### config.mk
export PLATFORM = sky130hd
export DESIGN_NAME = traffic_ctrl_nway
export DESIGN_NICKNAME = d
export VERILOG_FILES = /design/src/rtl/traffic_pkg.sv /design/src/rtl/tick_prescaler.sv /design/src/rtl/traffic_ctrl_nway.sv
export SDC_FILE = /design/constraint.sdc
export NUM_CORES = 1
export LEC_CHECK = 0
export ABC_AREA = 1
export ABC_CLOCK_PERIOD_IN_PS = 2070
export CAP_MARGIN = 20
export CORE_UTILIZATION = 40
export CTS_CLUSTER_SIZE = 8
export DETAILED_ROUTE_END_ITERATION = 10
export SYNTH_ARGS = -nofsm -noshare
export SYNTH_HDL_FRONTEND = slang
export SYNTH_HIERARCHICAL = 1
export SYNTH_SLANG_ARGS = --single-unit
export TNS_END_PERCENT = 1
### constraint.sdc
create_clock -name clk -period 2.07 [get_ports clk]
set_input_delay 0.414 -clock clk [delete_from_list [all_inputs] [get_ports clk]]
set_output_delay 0.414 -clock clk [all_outputs]
set_load 0.02 [all_outputs]
### src/rtl/traffic_pkg.sv
// -----------------------------------------------------------------------------
// traffic_pkg
// Shared types and helpers for the N-way traffic-light controller.
//   phase_t    : phase encoding, also driven on the controller's phase output
//   LAMP_*     : bit position of each lamp inside a way's 3-bit {R,Y,G} field
//   lamp_code  : {R,Y,G} pattern of one way for a given phase
// -----------------------------------------------------------------------------
package traffic_pkg;

    typedef enum logic [1:0] {
        GREEN   = 2'd0,
        YELLOW  = 2'd1,
        ALL_RED = 2'd2,
        FLASH   = 2'd3
    } phase_t;

    localparam int LAMP_G = 0;
    localparam int LAMP_Y = 1;
    localparam int LAMP_R = 2;

    // Lamp pattern of one way. Outside FLASH exactly one lamp is lit.
    function automatic logic [2:0] lamp_code(input phase_t ph,
                                             input logic   is_active,
                                             input logic   flash_y);
        logic [2:0] code;
        code = 3'b000;
        case (ph)
            GREEN: begin
                if (is_active) code[LAMP_G] = 1'b1;
                else           code[LAMP_R] = 1'b1;
            end
            YELLOW: begin
                if (is_active) code[LAMP_Y] = 1'b1;
                else           code[LAMP_R] = 1'b1;
            end
            ALL_RED: code[LAMP_R] = 1'b1;
            FLASH:   code[LAMP_Y] = flash_y;
            default: code[LAMP_R] = 1'b1;
        endcase
        return code;
    endfunction

endpackage

### src/rtl/tick_prescaler.sv
// -----------------------------------------------------------------------------
// tick_prescaler
// Divides clk down to a one-cycle tick every CLK_HZ/TICK_HZ clocks.
//   clk  in  : system clock
//   rst  in  : asynchronous reset, active-low (counter and tick cleared)
//   tick out : registered pulse, high for the cycle after the counter wraps
// -----------------------------------------------------------------------------
module tick_prescaler #(
    parameter int CLK_HZ  = 100000000,
    parameter int TICK_HZ = 1
) (
    input  logic clk,
    input  logic rst,
    output logic tick
);

    localparam int DIV = CLK_HZ / TICK_HZ;
    localparam int PW  = (DIV > 1) ? $clog2(DIV) : 1;
    localparam logic [PW-1:0] LAST = PW'(DIV - 1);

    logic [PW-1:0] cnt_r;

    // Free-running divider; tick is registered so it is glitch-free.
    always_ff @(posedge clk or negedge rst) begin
        if (!rst) begin
            cnt_r <= {PW{1'b0}};
            tick  <= 1'b0;
        end else if (cnt_r == LAST) begin
            cnt_r <= {PW{1'b0}};
            tick  <= 1'b1;
        end else begin
            cnt_r <= cnt_r + PW'(1);
            tick  <= 1'b0;
        end
    end

endmodule

### src/rtl/traffic_ctrl_nway.sv
// -----------------------------------------------------------------------------
// traffic_ctrl_nway
// Round-robin N-way traffic-light controller with demand-based skipping.
// GREEN -> YELLOW -> ALL_RED per way; a GREEN with no competing demand is
// extended. Optional night mode (macro TRAFFIC_NIGHT_EN) adds the night
// input and a flashing-yellow FLASH phase.
//   clk        in  : system clock
//   rst        in  : asynchronous reset, active-low
//   req        in  : per-way demand (level)
//   night      in  : night-mode request (only with TRAFFIC_NIGHT_EN)
//   lights     out : way i = lights[3i+2:3i] = {R,Y,G}
//   active_way out : way owning green/yellow
//   phase      out : 0 GREEN, 1 YELLOW, 2 ALL_RED, 3 FLASH
//   count      out : ticks remaining in current phase
//   tick       out : prescaler pulse
// All outputs are registered.
// -----------------------------------------------------------------------------
module traffic_ctrl_nway
    import traffic_pkg::*;
#(
    parameter int N_WAYS   = 4,
    parameter int CLK_HZ   = 100000000,
    parameter int TICK_HZ  = 1,
    parameter int GREEN_T  = 9,
    parameter int YELLOW_T = 3,
    parameter int ALLRED_T = 1,
    parameter int CNT_W    = 4
) (
    input  logic                      clk,
    input  logic                      rst,
    input  logic [N_WAYS-1:0]         req,
`ifdef TRAFFIC_NIGHT_EN
    input  logic                      night,
`endif
    output logic [3*N_WAYS-1:0]       lights,
    output logic [$clog2(N_WAYS)-1:0] active_way,
    output logic [1:0]                phase,
    output logic [CNT_W-1:0]          count,
    output logic                      tick
);

    localparam int W = $clog2(N_WAYS);
    localparam logic [CNT_W-1:0] GREEN_C  = CNT_W'(GREEN_T);
    localparam logic [CNT_W-1:0] YELLOW_C = CNT_W'(YELLOW_T);
    localparam logic [CNT_W-1:0] ALLRED_C = CNT_W'(ALLRED_T);
    localparam logic [CNT_W-1:0] ONE_C    = CNT_W'(1);
    localparam logic [W:0]       NW_C     = (W+1)'(N_WAYS);

    phase_t               phase_r, phase_nxt_s;
    logic [W-1:0]         way_r, way_nxt_s;
    logic [W-1:0]         next_r, next_nxt_s;
    logic [CNT_W-1:0]     count_r, count_nxt_s;
    logic                 flash_y_r, flash_y_nxt_s;
    logic [3*N_WAYS-1:0]  lights_r, lights_nxt_s;
    logic                 found_s;
    logic [W-1:0]         found_way_s;
    logic [W:0]           sum_s;
    logic                 night_s;

    // Full lamp vector for a given phase / owning way / flash state.
    function automatic logic [3*N_WAYS-1:0] decode(input phase_t       ph,
                                                   input logic [W-1:0] w,
                                                   input logic         fy);
        logic [3*N_WAYS-1:0] v;
        v = {(3*N_WAYS){1'b0}};
        for (int i = 0; i < N_WAYS; i++) begin
            v[3*i +: 3] = lamp_code(ph, (W'(i) == w), fy);
        end
        return v;
    endfunction

`ifdef TRAFFIC_NIGHT_EN
    assign night_s = night;
`else
    assign night_s = 1'b0;
`endif

    tick_prescaler #(
        .CLK_HZ  (CLK_HZ),
        .TICK_HZ (TICK_HZ)
    ) u_prescaler (
        .clk  (clk),
        .rst  (rst),
        .tick (tick)
    );

    // Round-robin search: first requesting way after the active one.
    // The active way itself is never considered.
    always_comb begin
        found_s     = 1'b0;
        found_way_s = way_r;
        sum_s       = {(W+1){1'b0}};
        for (int k = 1; k < N_WAYS; k++) begin
            sum_s = {1'b0, way_r} + (W+1)'(k);
            sum_s = (sum_s >= NW_C) ? (sum_s - NW_C) : sum_s;
            if (!found_s && req[sum_s[W-1:0]]) begin
                found_s     = 1'b1;
                found_way_s = sum_s[W-1:0];
            end else begin
                found_s     = found_s;
            end
        end
    end

    // Next-state logic; everything advances only on tick.
    always_comb begin
        phase_nxt_s   = phase_r;
        way_nxt_s     = way_r;
        next_nxt_s    = next_r;
        count_nxt_s   = count_r;
        flash_y_nxt_s = flash_y_r;
        if (tick) begin
            if (night_s) begin
                // Night wins from any phase; Y toggles while already flashing.
                phase_nxt_s   = FLASH;
                count_nxt_s   = {CNT_W{1'b0}};
                flash_y_nxt_s = (phase_r == FLASH) ? ~flash_y_r : 1'b1;
            end else if (phase_r == FLASH) begin
                // Leave night mode through a clearance; same way gets green.
                phase_nxt_s   = ALL_RED;
                count_nxt_s   = ALLRED_C;
                next_nxt_s    = way_r;
                flash_y_nxt_s = 1'b0;
            end else if (count_r > ONE_C) begin
                count_nxt_s   = count_r - ONE_C;
            end else begin
                case (phase_r)
                    GREEN: begin
                        if (found_s) begin
                            phase_nxt_s = YELLOW;
                            next_nxt_s  = found_way_s;
                            count_nxt_s = YELLOW_C;
                        end else begin
                            count_nxt_s = GREEN_C;
                        end
                    end
                    YELLOW: begin
                        phase_nxt_s = ALL_RED;
                        count_nxt_s = ALLRED_C;
                    end
                    ALL_RED: begin
                        phase_nxt_s = GREEN;
                        way_nxt_s   = next_r;
                        count_nxt_s = GREEN_C;
                    end
                    default: begin
                        phase_nxt_s = ALL_RED;
                        count_nxt_s = ALLRED_C;
                        next_nxt_s  = way_r;
                    end
                endcase
            end
        end else begin
            phase_nxt_s = phase_r;
        end
        lights_nxt_s = decode(phase_nxt_s, way_nxt_s, flash_y_nxt_s);
    end

    // State and registered output update.
    always_ff @(posedge clk or negedge rst) begin
        if (!rst) begin
            phase_r   <= GREEN;
            way_r     <= {W{1'b0}};
            next_r    <= {W{1'b0}};
            count_r   <= GREEN_C;
            flash_y_r <= 1'b0;
            lights_r  <= decode(GREEN, {W{1'b0}}, 1'b0);
        end else begin
            phase_r   <= phase_nxt_s;
            way_r     <= way_nxt_s;
            next_r    <= next_nxt_s;
            count_r   <= count_nxt_s;
            flash_y_r <= flash_y_nxt_s;
            lights_r  <= lights_nxt_s;
        end
    end

    assign lights     = lights_r;
    assign active_way = way_r;
    assign phase      = phase_r;
    assign count      = count_r;

endmodule

### After elaboration in Yosys (flattened, before gate mapping)

Index checks and enable logic that the tools add are counted.
Widths: inputs -> output; s select.

* register bits after elaboration: 51
* latch bits: 0
* memory bits (writable): 0
* memory bits (read-only): 0
* input port bits: 6
* output and inout port bits: 21
* word-level logic and storage cells: 102
* memories kept: 0

* add/sub/neg operators: 8
* $mul: 0
* divide/modulo/power cells: 0
* $lt $le $gt $ge: 7
* equal/unequal tests: 13
* shifts and indexed selects: 0
* mux-type cells: 56
* bitwise gates (word level): 0
* reductions and logical operators: 10

Operators by type and width (count)
* $mux 2: 17
* $add 27x1->27 const B: 1
* $eq 27x27->1 const B: 1
* $mux 27: 1
* $mux 1: 21
* $pmux 1 s2: 8
* $mux 4: 3
* $ge 3x3->1 const B: 3
* $lt 2x3->1 const B: 3
* $eq 2x2->1 const B: 4
* $pmux 2 s2: 2
* $pmux 4 s2: 1
* $add 2x2->3 const B: 2
* $bmux 1 s2: 3
* $logic_not 2->1: 3
* $sub 2x1->2 const B: 3
* $eq 2x1->1 const B: 2
* $eq 2x2->1 const A: 2
* $gt 4x1->1 const B: 1
* $reduce_and 4->1: 1
* $reduce_or 2->1: 2
* $sub 4x1->4 const B: 1
* $add 2x1->3 const B: 1
* $ne 3x3->1 const B: 1
* other kinds (5): 7

### Logic depth before layout (Yosys ltp)

Gate-level depths: netlist of the first run.

* depth after elaboration: 20
* depth in mapped cells: 14
* gate-level depth less buffers: 13

### Modules after synthesis

Netlist of the first run, hierarchy kept.

Modules (own cells, without submodules)
* tick_prescaler: instances 1, cells an instance 229, area each 1649.1 µm², seq. area each 700.7 µm²
* traffic_ctrl_nway: instances 1, cells an instance 163, area each 1305.0 µm², seq. area each 583.1 µm²

### Worst setup path before layout of the first run

Ideal clock, no wire load.

* kind: register -> register
* from: reg count_r[0] (netlist: count[0])
* to: reg next_r[0]
* library setup time: 0.117 ns
* arrival time: 1.617 ns
* required time: 1.953 ns
* slack: 0.335 ns
* stages on the path, launching flop included: 10
* path buffers: 0
* period minus slack after synthesis: 1.735 ns
* cell sequence: dfstp_2 ha_1 nor2_1 nor3_4 inv_2 nand2_1 nand3_2 a21o_1 nand2_1 nand2_1

* cells in the longest elaborated chain, start to end: 3

Ends and longest elaborated chain
* start: declaration: RTL line traffic_ctrl_nway.sv:52 `logic [CNT_W-1:0] count_r, count_nxt_s;`
* start signal: assignment: RTL line traffic_ctrl_nway.sv:172 `count_r <= count_nxt_s;`
* $gt 4x1->1: RTL line traffic_ctrl_nway.sv:124 `end else if (count_r > ONE_C) begin`
* $ne 2x2->1 (no line)
* $reduce_and 4->1 (no line)
* end signal: assignment: RTL line traffic_ctrl_nway.sv:164 `next_r <= {W{1'b0}};`
* end signal: assignment: RTL line traffic_ctrl_nway.sv:171 `next_r <= next_nxt_s;`
* end: declaration: RTL line traffic_ctrl_nway.sv:51 `logic [W-1:0] next_r, next_nxt_s;`

Every way passes these cells.
A chain may end at the register's enable or synchronous reset.

### Worst setup path in the final report of the first run

* from: reg way_r[0] (netlist: active_way[0])
* to: out active_way[0]

RTL lines
* start: declaration: RTL line traffic_ctrl_nway.sv:50 `logic [W-1:0] way_r, way_nxt_s;`
* start signal: assignment: RTL line traffic_ctrl_nway.sv:163 `way_r <= {W{1'b0}};`
* start signal: assignment: RTL line traffic_ctrl_nway.sv:170 `way_r <= way_nxt_s;`
* end: declaration: RTL line traffic_ctrl_nway.sv:36 `output logic [$clog2(N_WAYS)-1:0] active_way,`

No word-level cell between the ends.

==> results.sh, run 1 <==
export IMPL_netlist_area_um2=2954
export IMPL_finalCritPeriodShare_pct=96.05
export IMPL_cts_inserted_buffers=5
export IMPL_cp_start_kind="register"
export IMPL_timing_hold_ws_ns=0.04630
export IMPL_avgViaCountPerCell=4.609
export IMPL_finalSetupViolCount=0
export IMPL_max_cap_viol_count=0
export IMPL_yosys_register_bits=51
export IMPL_ys_types=30
export IMPL_tightest_slew_ns=0.5052
export IMPL_drt_first_iter_violations=152
export IMPL_synth_warnings=6
export IMPL_wl_um=5842
export IMPL_drt_pass1_iterations=4
export IMPL_clock_root_buffer="clkbuf_8"
export IMPL_fin_crit_ns=1.988
export IMPL_post_cts_resized=0
export IMPL_grt_pass1_wl_um=10120
export IMPL_synthCells=392
export IMPL_dp_slack_ns=0.2122
export IMPL_nets=437
export IMPL_worstReg2RegStart="count[0]"
export IMPL_dp_hpwl_um=4642
export IMPL_port_buffers=26
export IMPL_fin_skew_ns=0.008371
export IMPL_synth_area_per_cell_um2=7.536
export IMPL_hp_class="input pin to asynchronous set/reset pin"
export IMPL_insertion_delay_ns=0.31
export IMPL_antenna_cells=0
export IMPL_die_y_um=87.94
export IMPL_cellPowerDensity_nw_per_um2=489.3
export IMPL_rrSetupSlack_ns=0.23
export IMPL_crit_buf_inv=1
export IMPL_die_area_um2=7733
export IMPL_grt_ovfl_total=0
export IMPL_setup_ws_ns=0.08177
export IMPL_gp_congestion=0.8447
export IMPL_reg2reg_to="next_r[1]"
export IMPL_start_util_pct=42.54
export IMPL_drc=0
export IMPL_max_slew_margin_pct=66.32
export IMPL_worstSetupPathType="register to primary output"
export IMPL_critPathMaxStageDelay_ns=0.68
export IMPL_yosys_area_top_type="dfrtp_1"
export IMPL_synth_top_cells_by_area="dfrtp_1 38%, nand2_1 15%, nor2_1 8.4%"
export IMPL_grt_usage_pct=16.84
export IMPL_r2r_cells=9
export IMPL_netlist_area_leader_share_pct=38.12
export IMPL_use_met1_pct=22.89
export IMPL_ant_nets=0
export IMPL_cts_max_level=2
export IMPL_io_pins=27
export IMPL_cts_setup_buffers=0
export IMPL_postCtsHoldBufs=0
export IMPL_clock_sinks=51
export IMPL_grt_pass1_vias=2240
export IMPL_rows=30
export IMPL_fmax_ghz=0.5030
export IMPL_status="completed"
export IMPL_wire_per_inst_um=11.19
export IMPL_antenna_found_initial=0
export IMPL_drv_slew=0
export IMPL_cpLargestDelayFamily="buffers and inverters"
export IMPL_finalPower_mw=1.682
export IMPL_rsz0062_at_grt="no"
export IMPL_drive_gt1_share_pct=15.49
export IMPL_path_cells="clkdlybuf4s50_1"
export IMPL_use_met2_pct=27.70
export IMPL_ys_seq_area_share_pct=43.46
export IMPL_grt_max_degree=32
export IMPL_die_width_um=87.94
export IMPL_required_ns=1.66
export IMPL_cellLeakagePower_nw=1.721
export IMPL_syn_to_final_growth_pct=16.39
export IMPL_setup_tns_ns=0
export IMPL_path_clk_slew_ns=0.11
export IMPL_cp_arrival_ns=1.57
export IMPL_layout_commonest_cell="nand2_1"
export IMPL_crit_fanout=9
export IMPL_cts_tree="built"
export IMPL_route_vias_total=2406
export IMPL_clock_path_buffers=2
export IMPL_crit_slowest_cell="clkdlybuf4s50_1"
export IMPL_critPathCaptureType="primary output"
export IMPL_busiest_layer="met2"
export IMPL_syn_nets=404
export IMPL_ir_worst_vdd_mv=0.3740
export IMPL_coreArea_um2=6944
export IMPL_timing_final_hold_violations=0
export IMPL_layout_common_cells="120 x nand2_1, 66 x nor2_1, 45 x dfrtp_1, 41 x inv_1, 25 x clkdlybuf4s50_1"
export IMPL_grt_util_met3_pct=3.487
[flip-flops by register name (all words and copies together) (netlist names)]
| register | flops |
|---|---|
| u_prescaler/cnt_r | 27 |
| lights | 12 |
| count | 4 |
| active_way | 2 |
| next_r | 2 |
| phase | 2 |
| flash_y_r | 1 |
| u_prescaler/tick | 1 |
[per-layer routing]
layer  share of wire, %  routed length (um)
met2                 48                2779
met5                  0                   0
met4               0.72                  42
met1                 49                2865
met3                2.7                 155
[area by class of cell]
class	instances	area [um2]
Clock inverter	3	31.28
Sequential cell	51	1284
Clock buffer	5	68.82
Fill cell	675	3506
Inverter	51	197.7
Multi-Input combinational cell	289	1461
Timing Repair Buffer	27	275.3
Tap cell	96	120.1
[worst max path at each step]
stage	slack (ns)	cells after the start	end	from
floorplan	0.34	9	next_r[0]	count[0]
global placement	0.26	12	lights[2]	req[2]
detailed placement	0.21	11	next_r[1]	req[2]
CTS	0.07	1	active_way[0]	active_way[0]
global route	0.02	1	active_way[0]	active_way[0]
finish	0.08	1	active_way[0]	active_way[0]
[metrics by stage]
stage | instances | instance area, um2 | utilization [%]
after global routing | 522 | 3438 | 49.51
after detailed placement | 514 | 3338 | 48.07
final | 522 | 3438 | 49.51
after CTS | 522 | 3438 | 49.51
after global placement | 514 | 3338 | 48.07
after floorplan | 392 | 2954 | -
[cell usage after synthesis]
master,n
nand2_1,120
nand2_4,3
nor3_1,1
inv_6,1
o21ai_2,2
nor2_1,66
and2_1,3
buf_6,1
nand2_2,17
clkinv_2,1
nand3_1,21
o21a_2,1
nand3_2,1
nor2_8,1
nor2_4,7
nor3_4,1
a21o_1,1
xor2_1,10
dfstp_2,6
inv_1,41
o21ai_0,8
nand3b_1,1
dfrtp_1,45
inv_2,8
xnor2_1,2
nor2_2,6
a21oi_1,9
a22oi_1,1
ha_1,6
nand3_4,1
[power by group]
| group | internal, mW | total (mW) | switching (mW) |
|---|---|---|---|
| clock network | 0.260 | 0.634 | 0.375 |
| registers | 0.996 | 0.996 | 0 |
| logic | 0.0177 | 0.0518 | 0.0341 |
[kinds of logic after synthesis]
logic type | share of synthesized area [%]
DFF | 43.46
xor gates and xnor gates | 3.558
AOI/OAI and AO/OA | 4.278
and+or+nand+nor | 39.09
buffers and inverters | 7.073
adders and majority gates | 2.541
Power figures use the tool's default switching activity.
==> run 2, diff against run 1 <==
--- a/config.mk
+++ b/config.mk
@@ -5,7 +5,6 @@
 export SDC_FILE = /design/constraint.sdc
 export NUM_CORES = 1
 export LEC_CHECK = 0
-export ABC_AREA = 1
 export ABC_CLOCK_PERIOD_IN_PS = 2070
 export CAP_MARGIN = 20
 export CORE_UTILIZATION = 40
==> run 2 against run 1 <==
  * The flow now finishes with violations (setup timing)
  * Largest cell class is now flip-flops and latches
  * Final area is 3.2% lower
  * Highest routed layer unchanged
  * Register-to-register slack worse by 0.25 ns
  * Clock power fell by 3.3%
  * Worst hold slack got worse by 0.013 ns
  * Combinational power is 2% higher
  * Critical endpoint is now lights[2]
  * Die area down 11%
==> results.sh, run 2 <==
export IMPL_rows=29
export IMPL_worstSetupPathType="register to register"
export IMPL_fillCellCount=572
export IMPL_required_ns=2.27
export IMPL_coreArea_um2=6314
export IMPL_ys_types=60
export IMPL_fin_skew_ns=0.006036
export IMPL_cts_tree="built"
export IMPL_setup_tns_ns=-0.01795
export IMPL_synth_top_cells_by_area="dfrtp_1 43%, dfstp_2 6.0%, a21oi_1 3.3%"
export IMPL_port_buffers=26
export IMPL_synthCells=252
export IMPL_cp_arrival_ns=2.29
export IMPL_cts_max_level=2
export IMPL_netlist_area_leader_share_pct=43.19
export IMPL_path_clk_slew_ns=0.10
export IMPL_seqCellArea_um2=1286
export IMPL_grt_max_degree=21
export IMPL_setup_ws_ns=-0.01795
export IMPL_synth_warnings=6
export IMPL_fmax_ghz=0.4789
export IMPL_antenna_cells=0
export IMPL_gp_congestion=0.8525
export IMPL_drv_slew=0
export IMPL_grt_pass1_vias=1889
export IMPL_r2r_cells=6
export IMPL_max_slew_margin_pct=70.55
export IMPL_ys_seq_area_share_pct=49.23
export IMPL_clock_root_buffer="clkbuf_8"
export IMPL_yosys_register_bits=51
export IMPL_synth_most_common_cell="dfrtp_1"
export IMPL_largest_reg_flops=27
export IMPL_cts_inserted_buffers=5
export IMPL_grt_pass1_wl_um=8928
export IMPL_grt_usage_pct=17.33
export IMPL_drive_gt1_share_pct=25.00
export IMPL_drc=0
export IMPL_cp_start_kind="register"
export IMPL_ir_worst_vdd_mv=0.3153
export IMPL_max_cap_viol_count=0
export IMPL_die_area_um2=6846
export IMPL_tightest_slew_ns=0.4417
export IMPL_layout_commonest_cell="dfrtp_1"
export IMPL_netlist_area_um2=2608
export IMPL_multi_input_area_um2=1272
export IMPL_fin_crit_ns=2.088
export IMPL_clock_path_buffers=2
export IMPL_finalSetupViolCount=1
export IMPL_status="finished, violations left"
export IMPL_cellLeakagePower_nw=1.400
export IMPL_syn_nets=264
export IMPL_nets=323
export IMPL_synth_area_per_cell_um2=10.35
export IMPL_syn_to_final_growth_pct=27.59
export IMPL_wl_um=5450
export IMPL_die_width_um=82.74
export IMPL_hp_class="input pin to asynchronous set/reset pin"
export IMPL_rsz0062_at_grt="yes"
export IMPL_die_y_um=82.74
export IMPL_drt_first_iter_violations=115
export IMPL_wire_per_inst_um=14.01
export IMPL_grt_ovfl_total=0
export IMPL_finalPower_mw=1.662
export IMPL_postCtsHoldBufs=0
export IMPL_violations="setup timing"
export IMPL_route_vias_total=2105
export IMPL_clock_sinks=51
export IMPL_ys_flop_type="dfrtp_1"
export IMPL_antenna_found_initial=0
export IMPL_synthArstFlopShare_pct=100.0
export IMPL_finalCritPeriodShare_pct=100.9
export IMPL_largest_register="u_prescaler/cnt_r"
export IMPL_dp_hpwl_um=3991
export IMPL_cellPowerDensity_nw_per_um2=499.5
export IMPL_start_util_pct=41.30
export IMPL_yosys_area_top_type="dfrtp_1"
export IMPL_insertion_delay_ns=0.31
export IMPL_avgViaCountPerCell=5.411
export IMPL_drt_pass1_iterations=4
export IMPL_crit_fanout=3
export IMPL_critPathCaptureType="register"
export IMPL_io_pins=27
export IMPL_timing_final_hold_violations=0
export IMPL_ant_nets=0
export IMPL_synth_edff_count=0
export IMPL_layout_common_cells="43 x dfrtp_1, 34 x buf_4, 25 x clkdlybuf4s50_1, 17 x nor2_1, 17 x a21oi_1"
export IMPL_ys_top_cells_by_count="45 x dfrtp_1, 17 x a21oi_1, 17 x nor2_1, 16 x nand2_1, 12 x o21ai_0"
==> run 2: cell types whose count changed after synthesis, sizes merged, moves of 5 or more <==
cell,before,now
nor2,80,18
or4,0,6
nand3,23,9
o31ai,0,11
a21oi,9,17
a21boi,0,6
xnor2,2,7
nand4,0,8
inv,50,12
nand2,140,16
nor3,2,9
nand2b,0,5
==> run 2: layout make-up <==
| cell class | instances | share of cell area [%] |
|---|---|---|
| clock buffers | 5 | 2.068 |
| clock inverters | 3 | 0.8274 |
| inverters | 12 | 1.354 |
| multi-input cells | 180 | 38.25 |
| flip-flops and latches | 51 | 38.66 |
| well taps | 77 | 2.896 |
| repair buffers | 61 | 15.95 |
==> run 2: what timing repair did <==
item	in CTS	in global routing
gates resized for setup	2	4
pin swaps	2	3
endpoints found under the setup margin	3	17
setup buffers	0	0
==> run 2: cell families after synthesis <==
group                    after synthesis  synth area share, %
AO/OA/AOI/OAI                         62                15.98
XOR/XNOR                              13                4.367
adder cells (fa/ha/maj)                6                2.879
buffers and inverters                 21                3.694
flip-flops                            51                49.23
multiplexers                           5                2.351
AND/OR/NAND/NOR                       94                21.50
==> run 2: layer usage <==
layer | share of wire, % | track usage, % | up-vias
met3 | 3.1 | 3.626 | 5
met1 | 47 | 22.15 | 1031
met2 | 49 | 29.75 | 36
li1 | - | - | 1033
met4 | 0.81 | 4.138 | 0
met5 | 0 | 0 | -
==> run 2: worst paths after layout <==
kind                                 startpoint                   end  slack, ns
hold / removal                              rst              count[2]       0.03
setup reg to reg                       phase[0]             lights[2]      -0.02
hold reg to reg            u_prescaler/cnt_r[0]  u_prescaler/cnt_r[0]       0.47
max in group asynchronous                   rst              count[3]       1.36
setup / recovery                       phase[0]             lights[2]      -0.02
min in group clk           u_prescaler/cnt_r[0]  u_prescaler/cnt_r[0]       0.47
==> run 2: worst max-delay path: stages, from the launching register on <==
cell,delay [ns]
dfrtp_2,0.45
ha_4,0.16
nand2b_4,0.14
nor4bb_4,0.38
mux2_4,0.34
or3b_4,0.38
a21boi_1,0.13
==> run 2: power by group <==
group          switching, mW  leakage, nW  total (mW)  internal (mW)
Clock                  0.364       0.0463       0.613          0.249
Sequential                 0        0.669       0.996          0.996
Combinational         0.0318        0.685      0.0528         0.0210
Total                  0.396         1.40        1.66           1.27
==> run 2: metrics by stage <==
step,std cells,area (um2),hold slack (ns),utilization (%),worst slack [ns]
CTS,389,3314,0.04663,52.50,-0.01680
finish,389,3327,0.03378,52.70,-0.01795
detailed placement,381,3211,0.3912,50.85,-0.05156
global route,389,3327,0.04615,52.70,-0.1008
global placement,381,3211,0.3834,50.85,-0.0009277
floorplan,252,2635,0.1184,-,-0.1228
